===== src/rtl/hazard_ctrl_if.sv =====
// Hazard-control bundle between the pipeline stage registers and hazard_ctrl.
// Carries decode/execute operand info in, and stall/bubble/perf results out.
// No handshake of its own: outputs are consumed directly by the stage registers.
interface hazard_ctrl_if #(
    parameter int CNT_W = 32
);
    logic [4:0]       D_rs1_i;
    logic [4:0]       D_rs2_i;
    logic             D_use_rs1_i;
    logic             D_use_rs2_i;
    logic             D_multi_i;
    logic             DD_need_dstE_i;
    logic [4:0]       DD_dstE_i;
    logic             DD_is_load_i;
    logic             E_mispredict_i;
    logic             F_stall_o;
    logic             F_bubble_o;
    logic             D_stall_o;
    logic             D_bubble_o;
    logic             E_busy_o;
    logic             E_done_o;
    logic [CNT_W-1:0] lu_cnt_o;
    logic [CNT_W-1:0] flush_cnt_o;
    logic [CNT_W-1:0] busy_cnt_o;

    // Pipeline side: supplies stage info, receives controls.
    modport master (
        output D_rs1_i, D_rs2_i, D_use_rs1_i, D_use_rs2_i, D_multi_i,
               DD_need_dstE_i, DD_dstE_i, DD_is_load_i, E_mispredict_i,
        input  F_stall_o, F_bubble_o, D_stall_o, D_bubble_o, E_busy_o, E_done_o,
               lu_cnt_o, flush_cnt_o, busy_cnt_o
    );

    // Controller side.
    modport slave (
        input  D_rs1_i, D_rs2_i, D_use_rs1_i, D_use_rs2_i, D_multi_i,
               DD_need_dstE_i, DD_dstE_i, DD_is_load_i, E_mispredict_i,
        output F_stall_o, F_bubble_o, D_stall_o, D_bubble_o, E_busy_o, E_done_o,
               lu_cnt_o, flush_cnt_o, busy_cnt_o
    );
endinterface


===== src/rtl/hazard_ctrl.sv =====
// Pipeline hazard controller: load-use stall, mispredict flush, multi-cycle op sequencing.
// Latency: stall/bubble controls are combinational (zero cycles); E_busy/E_done are registered.
// Backpressure: holds fetch/decode for the whole multi-cycle op; load-use costs one bubble.
module hazard_ctrl #(
    parameter int MUL_LAT = 4,
    parameter int CNT_W   = 32
) (
    input  logic          clk_i,
    input  logic          rst_n,
    hazard_ctrl_if.slave  hz
);
    typedef enum logic {IDLE, BUSY} state_t;

    localparam logic [3:0] LAUNCH_CNT = 4'(MUL_LAT - 1);

    state_t           state;
    logic [3:0]       cnt;
    logic             e_busy_q;
    logic             e_done_q;
    logic             lu;
    logic             f_stall;
    logic             f_bubble;
    logic             d_stall;
    logic             d_bubble;
    logic             launch;
    logic             lu_evt;
    logic             flush_evt;
    logic [CNT_W-1:0] lu_cnt;
    logic [CNT_W-1:0] flush_cnt;
    logic [CNT_W-1:0] busy_cnt;

    // Load in execute feeding a source of the decode instruction; x0 never hazards.
    assign lu = hz.DD_is_load_i && hz.DD_need_dstE_i && (hz.DD_dstE_i != 5'd0) &&
                ((hz.D_use_rs1_i && (hz.D_rs1_i == hz.DD_dstE_i)) ||
                 (hz.D_use_rs2_i && (hz.D_rs2_i == hz.DD_dstE_i)));

    assign flush_evt = (state == IDLE) && hz.E_mispredict_i;
    assign lu_evt    = (state == IDLE) && !hz.E_mispredict_i && lu;

    // Priority decode of stage controls; reset forces both registers to nop.
    always_comb begin
        f_stall  = 1'b0;
        f_bubble = 1'b0;
        d_stall  = 1'b0;
        d_bubble = 1'b0;
        if (!rst_n) begin
            f_bubble = 1'b1;
            d_bubble = 1'b1;
        end else if (state == BUSY) begin
            f_stall = 1'b1;
            d_stall = 1'b1;
        end else if (hz.E_mispredict_i) begin
            f_bubble = 1'b1;
            d_bubble = 1'b1;
        end else if (lu) begin
            f_stall  = 1'b1;
            d_bubble = 1'b1;
        end
    end

    // A multi-cycle op only launches when decode is actually advancing into execute.
    assign launch = (state == IDLE) && hz.D_multi_i && !d_stall && !d_bubble;

    // Countdown FSM; busy/done flags are registered from the next count value.
    always_ff @(posedge clk_i or negedge rst_n) begin
        if (!rst_n) begin
            state    <= IDLE;
            cnt      <= 4'd0;
            e_busy_q <= 1'b0;
            e_done_q <= 1'b0;
        end else begin
            case (state)
                IDLE: begin
                    if (launch) begin
                        state    <= BUSY;
                        cnt      <= LAUNCH_CNT;
                        e_busy_q <= (LAUNCH_CNT > 4'd1);
                        e_done_q <= (LAUNCH_CNT == 4'd1);
                    end
                end
                BUSY: begin
                    cnt      <= cnt - 4'd1;
                    e_busy_q <= (cnt > 4'd2);
                    e_done_q <= (cnt == 4'd2);
                    if (cnt == 4'd1) begin
                        state <= IDLE;
                    end
                end
                default: begin
                    state    <= IDLE;
                    cnt      <= 4'd0;
                    e_busy_q <= 1'b0;
                    e_done_q <= 1'b0;
                end
            endcase
        end
    end

    // Free-running wrap-around performance counters.
    always_ff @(posedge clk_i or negedge rst_n) begin
        if (!rst_n) begin
            lu_cnt    <= '0;
            flush_cnt <= '0;
            busy_cnt  <= '0;
        end else begin
            if (lu_evt)         lu_cnt    <= lu_cnt + CNT_W'(1);
            if (flush_evt)      flush_cnt <= flush_cnt + CNT_W'(1);
            if (state == BUSY)  busy_cnt  <= busy_cnt + CNT_W'(1);
        end
    end

    assign hz.F_stall_o   = f_stall;
    assign hz.F_bubble_o  = f_bubble;
    assign hz.D_stall_o   = d_stall;
    assign hz.D_bubble_o  = d_bubble;
    assign hz.E_busy_o    = e_busy_q;
    assign hz.E_done_o    = e_done_q;
    assign hz.lu_cnt_o    = lu_cnt;
    assign hz.flush_cnt_o = flush_cnt;
    assign hz.busy_cnt_o  = busy_cnt;
endmodule

===== src/flat_wrapper.sv =====
// flat-port wrapper written by rule: the top's interface ports become plain ports
module hazard_ctrl_flat 
#(
    parameter int MUL_LAT = 4,
    parameter int CNT_W   = 32
)
  (clk_i, rst_n, hz_D_rs1_i, hz_D_rs2_i, hz_D_use_rs1_i, hz_D_use_rs2_i, hz_D_multi_i, hz_DD_need_dstE_i, hz_DD_dstE_i, hz_DD_is_load_i, hz_E_mispredict_i, hz_F_stall_o, hz_F_bubble_o, hz_D_stall_o, hz_D_bubble_o, hz_E_busy_o, hz_E_done_o, hz_lu_cnt_o, hz_flush_cnt_o, hz_busy_cnt_o);
  hazard_ctrl_if #(.CNT_W(CNT_W)) hz_i ();
  input  logic clk_i;
  input  logic rst_n;
  input wire logic [$bits(hz_i.D_rs1_i)-1:0] hz_D_rs1_i;
  input wire logic [$bits(hz_i.D_rs2_i)-1:0] hz_D_rs2_i;
  input wire logic [$bits(hz_i.D_use_rs1_i)-1:0] hz_D_use_rs1_i;
  input wire logic [$bits(hz_i.D_use_rs2_i)-1:0] hz_D_use_rs2_i;
  input wire logic [$bits(hz_i.D_multi_i)-1:0] hz_D_multi_i;
  input wire logic [$bits(hz_i.DD_need_dstE_i)-1:0] hz_DD_need_dstE_i;
  input wire logic [$bits(hz_i.DD_dstE_i)-1:0] hz_DD_dstE_i;
  input wire logic [$bits(hz_i.DD_is_load_i)-1:0] hz_DD_is_load_i;
  input wire logic [$bits(hz_i.E_mispredict_i)-1:0] hz_E_mispredict_i;
  output wire logic [$bits(hz_i.F_stall_o)-1:0] hz_F_stall_o;
  output wire logic [$bits(hz_i.F_bubble_o)-1:0] hz_F_bubble_o;
  output wire logic [$bits(hz_i.D_stall_o)-1:0] hz_D_stall_o;
  output wire logic [$bits(hz_i.D_bubble_o)-1:0] hz_D_bubble_o;
  output wire logic [$bits(hz_i.E_busy_o)-1:0] hz_E_busy_o;
  output wire logic [$bits(hz_i.E_done_o)-1:0] hz_E_done_o;
  output wire logic [$bits(hz_i.lu_cnt_o)-1:0] hz_lu_cnt_o;
  output wire logic [$bits(hz_i.flush_cnt_o)-1:0] hz_flush_cnt_o;
  output wire logic [$bits(hz_i.busy_cnt_o)-1:0] hz_busy_cnt_o;
  assign hz_i.D_rs1_i = hz_D_rs1_i;
  assign hz_i.D_rs2_i = hz_D_rs2_i;
  assign hz_i.D_use_rs1_i = hz_D_use_rs1_i;
  assign hz_i.D_use_rs2_i = hz_D_use_rs2_i;
  assign hz_i.D_multi_i = hz_D_multi_i;
  assign hz_i.DD_need_dstE_i = hz_DD_need_dstE_i;
  assign hz_i.DD_dstE_i = hz_DD_dstE_i;
  assign hz_i.DD_is_load_i = hz_DD_is_load_i;
  assign hz_i.E_mispredict_i = hz_E_mispredict_i;
  assign hz_F_stall_o = hz_i.F_stall_o;
  assign hz_F_bubble_o = hz_i.F_bubble_o;
  assign hz_D_stall_o = hz_i.D_stall_o;
  assign hz_D_bubble_o = hz_i.D_bubble_o;
  assign hz_E_busy_o = hz_i.E_busy_o;
  assign hz_E_done_o = hz_i.E_done_o;
  assign hz_lu_cnt_o = hz_i.lu_cnt_o;
  assign hz_flush_cnt_o = hz_i.flush_cnt_o;
  assign hz_busy_cnt_o = hz_i.busy_cnt_o;
  hazard_ctrl #(.MUL_LAT(MUL_LAT), .CNT_W(CNT_W)) u_core (.clk_i(clk_i), .rst_n(rst_n), .hz(hz_i));
endmodule

===== config.mk =====
export PLATFORM = sky130hd
export DESIGN_NAME = hazard_ctrl_flat
export DESIGN_NICKNAME = d
export VERILOG_FILES = /design/src/rtl/hazard_ctrl_if.sv /design/src/rtl/hazard_ctrl.sv /design/src/flat_wrapper.sv
export SDC_FILE = /design/constraint.sdc
export NUM_CORES = 1
export LEC_CHECK = 0
export BUFFER_PORTS_ARGS = -buffer_cell sky130_fd_sc_hd__buf_2
export CAP_MARGIN = 20
export CORE_ASPECT_RATIO = 0.8
export CORE_UTILIZATION = 35
export CTS_CLUSTER_SIZE = 25
export DETAILED_ROUTE_END_ITERATION = 8
export SETUP_SLACK_MARGIN = 0.4
export SKIP_CTS_REPAIR_TIMING = 1
export SLEW_MARGIN = 20
export SYNTH_ARGS = -nofsm -noshare
export SYNTH_HDL_FRONTEND = slang
export SYNTH_SLANG_ARGS = --single-unit

===== constraint.sdc =====
create_clock -name clk_i -period 2.6 [get_ports clk_i]
set_clock_uncertainty 0.05 [all_clocks]
set_input_delay 0.52 -clock clk_i [delete_from_list [all_inputs] [get_ports clk_i]]
set_output_delay 0.52 -clock clk_i [all_outputs]
set_load 0.05 [all_outputs]

==> results of run 1 <==
[path summary, 6_finish.rpt]
kind / start / end / slack [ps]
hold reg to reg: u_core.hz.lu_cnt_o[31] / u_core.hz.lu_cnt_o[31] / 430
hold / removal: rst_n / u_core.cnt[0] / 270
setup / recovery: hz_DD_dstE_i[4] / hz_F_stall_o / 230
max in group asynchronous: rst_n / u_core.hz.flush_cnt_o[17] / 1830
min in group clk_i: u_core.hz.lu_cnt_o[31] / u_core.hz.lu_cnt_o[31] / 430
setup reg to reg: u_core.state / u_core.hz.lu_cnt_o[21] / 610
[metrics by stage]
step	area (sq um)	std cells	worst slack, ps	utilization (%)
detailed placement	5890	749	88.0	43.0
global route	6300	769	211	46.0
finish	6300	769	234	46.0
floorplan	5040	445	356	-
global placement	5890	749	112	43.0
CTS	6210	765	87.5	45.3
[cells by family after synthesis]
group,count (synthesis)
muxes,3
adders and majority gates,6
AOI/OAI and AO/OA,16
buffers and inverters,18
xor gates and xnor gates,103
DFF,103
and+or+nand+nor,196
[metal layers]
layer  wire [microns]  global-route usage [%]  vias to the layer above  share of wire, %
met2             5090                    24.8                       85                45
met1             5600                    23.3                     1825                50
met5                0                       0                        -                 0
met3              489                    3.42                        7               4.3
met4               87                    4.09                        0              0.77
li1                 -                       -                     1829                 -
[worst max-delay path, stage by stage]
cell and delay [ps]:
buf_8 110, or4_4 540, o211a_4 290, a21oi_4 140, nor2_4 40, buf_6 150
[layout make-up]
| cell class | instances | area share (%) |
|---|---|---|
| tap | 180 | 3.58 |
| sequential | 103 | 40.9 |
| timing repair buffer | 137 | 12.1 |
| clock inverter | 6 | 1.19 |
| inverter | 9 | 0.536 |
| multi-input combinational | 324 | 37.8 |
| clock buffer | 10 | 3.79 |
[registers in the layout, indices dropped and copies added, names as in the netlist]
name                   cells
u_core.cnt                 4
u_core.hz.E_busy_o         1
u_core.hz.E_done_o         1
u_core.state               1
u_core.hz.flush_cnt_o     32
u_core.hz.lu_cnt_o        32
u_core.hz.busy_cnt_o      32
[synth_stat cells, types with 4 or more instances]
cell type  number  area, sq um
dfrtp_1       103         2580
xnor2_1        88          771
nand2_1        44          165
nand4_1        36          225
nand3_1        32          160
and3_1         22          138
nor2_1         21         78.8
xor2_1         15          131
inv_1           9         33.8
nor3_1          8         40.0
and4_1          6         52.6
ha_1            6         75.1
buf_6           4         45.0
[power breakdown]
group | switching (W) | internal [W] | total (W)
clock network | 0.000639 | 0.000789 | 0.00143
logic | 0.000781 | 0.000364 | 0.00114
registers | 0.000197 | 0.00175 | 0.00195
total | 0.00162 | 0.00290 | 0.00452
==> summary.txt, run 1 <==
Outcome
  – Outcome: completed

Layout
  – Area grow syn2layout: 26.7%
  – Commonest non-fill, non-tap cell in the layout: buf_2
  – Commonest cells after routing, fill and taps aside: buf_2 (118), dfrtp_1 (102), xnor2_1 (83), nand2_1 (43), nand4_1 (36)
  – Final #Nets: 613
  – Share of cells above drive strength 1: roughly a third
  – N_diodes: 0
  – Sequential cell area: between 0.002 and 0.003 sq mm
  – Layout fillers: 1342
  – Multi-input logic area: ~0.0024 sq mm

Min path
  – Hold crit path type: input pin to async pin

Die
  – FP Rows: 38
  – Horiz. Die Dim: approximately 140 microns
  – Starting Density: 36.3%
  – I/O pin cnt: between 100 and 150
  – Die span in y: 109 microns
  – Core outline area: between 0.01 and 0.015 sq mm
  – Die Area: 0.0147 sq mm

Logic synthesis
  – Synthesis-stage register bit count: 103
  – EDFF count, synth: 0
  – Largest family of logic cells by synthesized area: simple AND/OR/NAND/NOR gates
  – Adder-Cell Fraction of Synth Area: around 1.5%
  – Unique masters post-synth: 45
  – Post-synthesis simple-gate area fraction: between 20% and 30%
  – Ys async rst share: 100%
  – Compound-Gate Fraction of Synth Area: around 3.3%
  – Top_reg_cell synth: dfrtp_1
  – Sequential share of the synthesized area: between 50% and 60%
  – Gate Count Post-Synth: approximately 450
  – Mapped cell area: a little under 0.005 sq mm
  – XOR/XNOR Fraction of Synth Area: 18.1%
  – YS warnings: 0
  – Mux contribution to synthesized area: less than 1%
  – Syn Nets: roughly 470
  – Average cell area after synthesis: 11.2 sq um

Placement
  – Port bufs: roughly 120
  – RD Place Congestion: slightly below 0.9
  – Detailed placer's ending HPWL: 8.08 mm

CTS
  – CTS Sinks: between 100 and 150
  – Clock transition at the registers of the reported paths: about 70 ps
  – H-tree levels: 3
  – Skew-Pair Late Insertion Delay: roughly 350 ps
  – CTS tree: built
  – Num CTS Buffers: 9
  – Clock root cell: clkbuf_16
  – Max Root-Sink Buffers: 2

Critical path
  – CP Capture Type: output port
  – Startpoint Class: input pin
  – Critical path data required time: 2030 ps
  – Crit path DAT: between 1500 and 2000 ps
  – Critical setup path kind: input pin to output port
  – FF-to-FF path depth: 6
  – Critical path fanouts, max: 4

Drt
  – WL/cell: between 10 and 15 microns
  – Drt total wl: approximately 11 mm
  – Residual DRC: 0
  – Vias per cell: between 4 and 5
  – Initial DRC count: roughly 130
  – DR pass1 iterations: 4
  – Post-DRT Antenna Nets: 0
  – Via count: about 3700

Job
  – Max Cap Violations: 0

Global route
  – GRT Overall Usage: 16.2%
  – First-pass GRT wire length: around 19 mm
  – Number of global-route vias before repair: roughly 3600
  – Initial antenna violation count: 0
  – Largest net degree at the start of global routing: between 100 and 150
  – Total gr overflow: 0

STA
  – Unrepaired setup endpoints after global routing: yes
  – Hold Violations, Final: 0
  – Tmin final: 2370 ps
  – Fmax: around 420 MHz
  – WHS: between 200 and 300 ps
  – Period utilization: 91.0%
  – Relative slew margins: 60.1%
  – Fin Setup TNS: 0 ps
  – Fin. max-slew vios: 0
  – Finish-stage setup viols: 0
  – Slew @ Worst Pin: 595 ps

Pwr
  – Leakage Power: a little over 3 nW
  – VDD IR max: between 0.0006 and 0.0007 V
  – Pwr dens: 718 mW/mm^2
  – Total power draw: ~0.0045 W
Power figures use the tool's default switching activity.
==> inputs of run 2 (changes only) <==
ABC_AREA = 1   (was not set)
==> run 2 against run 1 <==
Wire length is 33% higher; via count is 42% higher; power is 14% higher; sequential cell count stayed put; non-clock buffer count is 7 lower; fmax is 13% higher; cell area is 15% higher; first-iteration DRC count grew to 2.5 times the previous value.
==> summary.txt, run 2 <==
Drt
  – Routed wl met2: ~6.2 mm
  – Drt total wl: between 15 and 20 mm
  – Post-DRT Antenna Nets: 0
  – WL met1: 7.69 mm
  – Top layer reached by signal wires: met4
  – Vias per cell: about 4.6
  – WL/cell: ~13 microns
  – Residual DRC: 0
  – Initial DRC count: between 300 and 400
  – DR pass1 iterations: 5
  – Metal3 WL: around 880 microns
  – Via count: roughly 5300

Die
  – Die span in y: ~120 microns
  – Die Area: roughly 0.018 sq mm
  – FP Rows: 42
  – I/O pin cnt: between 100 and 150
  – Core outline area: 0.0168 sq mm
  – Starting Density: between 30% and 40%
  – Horiz. Die Dim: 149 microns

Logic synthesis
  – Most frequent cell after synthesis: nand2_1
  – EDFF count, synth: 0
  – Unique masters post-synth: 32
  – Gate Count Post-Synth: 789
  – Synth area leader: dfrtp_1
  – Sequential share of the synthesized area: a little over two fifths
  – Average cell area after synthesis: approximately 7.7 sq um
  – Post-synth top area share: a little over two fifths
  – Mapped cell area: a little over 0.006 sq mm
  – Top cells by count, synth: nand2_1 (256), dfrtp_1 (103), inv_1 (87)
  – Syn Nets: between 800 and 900
  – Synthesis-stage register bit count: around 100
  – YS warnings: 0
  – Ys async rst share: between 90% and 100%
  – Top_reg_cell synth: dfrtp_1
  – Top post-synthesis cells by area: dfrtp_1 (42%), nand2_1 (16%), xor2_1 (6.9%)

Critical path
  – Critical setup path kind: input pin to output port
  – FF-to-FF path depth: 9
  – Startpoint Class: input pin
  – CP Capture Type: output port
  – Critical path fanouts, max: 3
  – Critical path data required time: about 2000 ps
  – Crit path DAT: between 1500 and 2000 ps

Global route
  – First-pass GRT wire length: approximately 25 mm
  – Largest net degree at the start of global routing: 95
  – Total gr overflow: 0
  – Number of global-route vias before repair: about 4800
  – GRT Overall Usage: between 15 and 20%
  – Initial antenna violation count: 0

Layout
  – Commonest cells after routing, fill and taps aside: nand2_1 (256), buf_2 (121), dfrtp_1 (103), inv_1 (87), nor2_1 (80)
  – N_diodes: 0
  – Area grow syn2layout: 19.6%
  – Sequential cell area: approximately 0.0026 sq mm
  – Final #Nets: 949
  – Share of cells above drive strength 1: approximately a fifth
  – Layout fillers: 1744
  – Multi-input logic area: between 0.003 and 0.004 sq mm
  – Finished Cell Area: approximately 0.0073 sq mm
  – Commonest non-fill, non-tap cell in the layout: nand2_1

STA
  – Unrepaired setup endpoints after global routing: yes
  – Hold Violations, Final: 0
  – Fin. max-slew vios: 0
  – Fmax: approximately 480 MHz
  – Relative slew margins: between 60% and 70%
  – Tmin final: between 2000 and 2500 ps
  – Slew @ Worst Pin: 590 ps
  – Period utilization: between 80% and 90%
  – Finish-stage setup viols: 0
  – Fin Setup TNS: 0 ps

CTS
  – Max Root-Sink Buffers: 2
  – CTS Sinks: just over 100
  – Num CTS Buffers: 9
  – Clock root cell: clkbuf_16
  – H-tree levels: 3
  – Skew-Pair Late Insertion Delay: between 300 and 400 ps
  – Clock transition at the registers of the reported paths: roughly 70 ps
  – CTS tree: built

Job
  – Max Cap Violations: 0

Placement
  – RD Place Congestion: ~0.89
  – Port bufs: ~120
  – Detailed placer's ending HPWL: approximately 12 mm
  – Area post-placement: a little under 0.007 sq mm

Outcome
  – Outcome: completed

Pwr
  – Leakage Power: between 3 and 4 nW
  – VDD IR max: 0.000434 V
  – Pwr dens: just over 700 mW/mm^2

Min path
  – Hold crit path type: input pin to async pin
## run 2: critical path, stage by stage
cell      delay [ps]
buf_2            100
inv_1             60
nand2_1           50
nand2_1           50
nor2_1           110
nand3_1           90
nand2_2          130
nand2_1           80
a21oi_2          110
clkbuf_4         230
## run 2: area by class of cell
cell class / instances / area share (%)
clock buffers: 11 / 3.34
clock inverters: 5 / 0.569
inverters: 94 / 4.88
multi-input cells: 582 / 42.5
flip-flops and latches: 103 / 35.5
well taps: 220 / 3.79
repair buffers: 130 / 9.48
## run 2: where the power goes
part	leakage (nW)	switching (W)	internal, W
Sequential	1.31	0.000288	0.00182
Clock	0.132	0.000620	0.000683
Combinational	2.27	0.00130	0.000434
## run 2: cells by family after synthesis
kind of cell | Yosys count | synth area share [%]
flip-flops | 103 | 42.4
buffers and inverters | 104 | 6.84
adder cells (fa/ha/maj) | 6 | 1.24
AND/OR/NAND/NOR | 463 | 34.9
XOR/XNOR | 84 | 12.1
AO/OA/AOI/OAI | 29 | 2.43
## run 2: metal layers
| metal | up-vias | GRT usage [%] |
|---|---|---|
| li1 | 2721 | - |
| met1 | 2414 | 26.4 |
| met2 | 154 | 24.9 |
| met3 | 14 | 4.03 |
| met4 | 0 | 5.36 |
| met5 | - | 0 |
## run 2: worst paths after layout
check	from	endpoint	slack, ps
setup / recovery	hz_DD_dstE_i[4]	hz_F_stall_o	510
hold / removal	rst_n	u_core.hz.busy_cnt_o[25]	240
setup reg to reg	u_core.state	u_core.hz.busy_cnt_o[31]	650
hold reg to reg	u_core.hz.busy_cnt_o[20]	u_core.hz.busy_cnt_o[20]	440
max in group asynchronous	rst_n	u_core.state	1480
min in group clk_i	u_core.hz.busy_cnt_o[20]	u_core.hz.busy_cnt_o[20]	440
## run 2: through the flow
stage	setup slack, ps	hold slack, ps	std cells	util [%]	total power [W]
6_report	507	244	1145	43.3	0.00514
5_1_grt	389	287	1145	43.3	0.00545
4_1_cts	413	-47.2	1143	43.2	0.00520
3_5_place_dp	456	339	1127	41.5	0.00386
3_3_place_gp	452	338	1127	41.5	0.00385
2_1_floorplan	479	174	789	-	0.00340
==> inputs of run 3 (changes only) <==
clock period = 1.75 ns   (was 2.6 ns; I/O delays follow)
==> run 3 against run 2 <==
The run now ends with negative setup slack left; non-clock buffer count increased by 116; via count increased by 11%; power up 73%; sequential power is 55% higher; core utilization grew 16 points; wire length up 16%; die area stayed put; clock-buffer cell count is 1 lower; cell area up 37%; sequential share of layout area decreased by 8.4 points; setup slack worse by 570 ps; critical endpoint unchanged; largest cell class unchanged.
==> summary.txt, run 3 (synthesis gave the netlist of run 2 again) <==
Outcome
  – Violated checks: negative setup slack
  – Outcome: complete, but fails checks

Drt
  – WL/cell: 13.8 microns
  – DR pass1 iterations: 4
  – Residual DRC: 0
  – Initial DRC count: 358
  – Vias per cell: approximately 4.7
  – Drt total wl: approximately 17 mm
  – Post-DRT Antenna Nets: 0
  – Via count: about 6000

Critical path
  – Slowest CP cell: dfrtp_2
  – Slowest stage delay, CP: about 440 ps
  – Startpoint Class: register
  – Top Family by Delay on Critical Path: flip-flops
  – Critical path data required time: approximately 1400 ps
  – Critical setup path kind: register to output port
  – WP buf/inv: 3
  – Worst path cell trace: buf_6, nor2_4, nor2_4, inv_2, a21oi_4, buf_6
  – Critical path fanouts, max: 4
  – CP Capture Type: output port
  – Crit path DAT: around 1400 ps

Die
  – FP Rows: 42
  – Die Area: between 0.015 and 0.02 sq mm
  – I/O pin cnt: roughly 130
  – Die span in y: 120 microns
  – Core outline area: 0.0168 sq mm
  – Starting Density: between 30% and 40%
  – Horiz. Die Dim: approximately 150 microns

Pwr
  – Leakage Power: roughly 5 nW
  – Total power draw: between 0.008 and 0.009 W
  – Pwr dens: about 890 mW/mm^2
  – VDD IR max: between 0.0004 and 0.0005 V

STA
  – Relative slew margins: approximately three fifths
  – Fmax: approximately 550 MHz
  – Fin. max-slew vios: 0
  – Hold Violations, Final: 0
  – Slew @ Worst Pin: around 590 ps
  – Period utilization: 103%
  – Tmin final: 1810 ps
  – Unrepaired setup endpoints after global routing: yes
  – Final worst slack: -58.4 ps
  – WHS: approximately 31 ps
  – Finish-stage setup viols: 4
  – Fin Setup TNS: -123 ps

Layout
  – Area grow syn2layout: 64.1%
  – Layout fillers: between 1000 and 1500
  – Share of cells above drive strength 1: between 50% and 60%
  – Commonest non-fill, non-tap cell in the layout: nand2_1
  – N_diodes: 0
  – Final #Nets: approximately 1100
  – Commonest cells after routing, fill and taps aside: nand2_1 (197), buf_4 (93), dfrtp_2 (91), buf_6 (78), inv_1 (59)

Placement
  – Port bufs: between 100 and 150
  – RD Place Congestion: about 0.91
  – Detailed placer's ending HPWL: between 10 and 15 mm

CTS
  – Clock root cell: clkbuf_16
  – Clock transition at the registers of the reported paths: ~70 ps
  – Skew-Pair Late Insertion Delay: roughly 350 ps
  – CTS tree: built
  – Num CTS Buffers: 9
  – H-tree levels: 3
  – CTS Sinks: 103
  – Max Root-Sink Buffers: 2

Min path
  – Hold crit path type: input pin to async pin

Global route
  – Initial antenna violation count: 0
  – Number of global-route vias before repair: 4958
  – First-pass GRT wire length: about 26 mm
  – GRT Overall Usage: between 10% and 20%
  – Total gr overflow: 0
  – Largest net degree at the start of global routing: roughly 100

Job
  – Max Cap Violations: 0
-- run 3: per-layer routing --
layer	routed length, microns	vias up	part of all wire (%)	track usage (%)
li1	-	2984	-	-
met3	863	13	5.0	4.56
met1	8580	2787	49	28.0
met2	7790	122	45	25.5
met5	0	-	0	0
met4	149	0	0.86	4.02
-- run 3: path summary, 6_finish.rpt --
check / startpoint / endpoint / slack (ps) / cells past startpoint
worst min-delay path: rst_n / u_core.hz.busy_cnt_o[1] / 30 / 2
worst max-delay path: u_core.state / hz_F_stall_o / -60 / 6
worst max register to register: u_core.state / u_core.hz.flush_cnt_o[28] / 0 / 8
max in group asynchronous: rst_n / u_core.hz.lu_cnt_o[3] / 1090 / 2
min in group clk_i: hz_E_mispredict_i / u_core.hz.flush_cnt_o[0] / 410 / 4
worst min register to register: u_core.hz.busy_cnt_o[20] / u_core.hz.busy_cnt_o[20] / 430 / 1
-- run 3: where the power goes --
part / internal, W / total [W] / switching [W]
logic: 0.00145 / 0.00371 / 0.00226
registers: 0.00275 / 0.00325 / 0.000501
clock network: 0.00101 / 0.00195 / 0.000937
-- run 3: metrics by stage --
stage	worst slack (ps)	utilization (%)	instance area [sq um]	cells
2_1_floorplan	-33.6	-	6620	789
3_5_place_dp	-62.2	46.1	7720	1156
6_report	-58.4	59.4	9960	1261
3_3_place_gp	-20.1	46.1	7720	1156
5_1_grt	-125	59.4	9960	1261
4_1_cts	-356	47.8	8010	1172
-- run 3: area by class of cell --
cell class	instances	area, sq um	area share, %
Clock inverter	6	46.3	0.465
Tap cell	220	275	2.76
Timing Repair Buffer	246	2220	22.3
Clock buffer	10	239	2.40
Inverter	94	388	3.89
Multi-Input combinational cell	582	4100	41.1
Sequential cell	103	2700	27.1
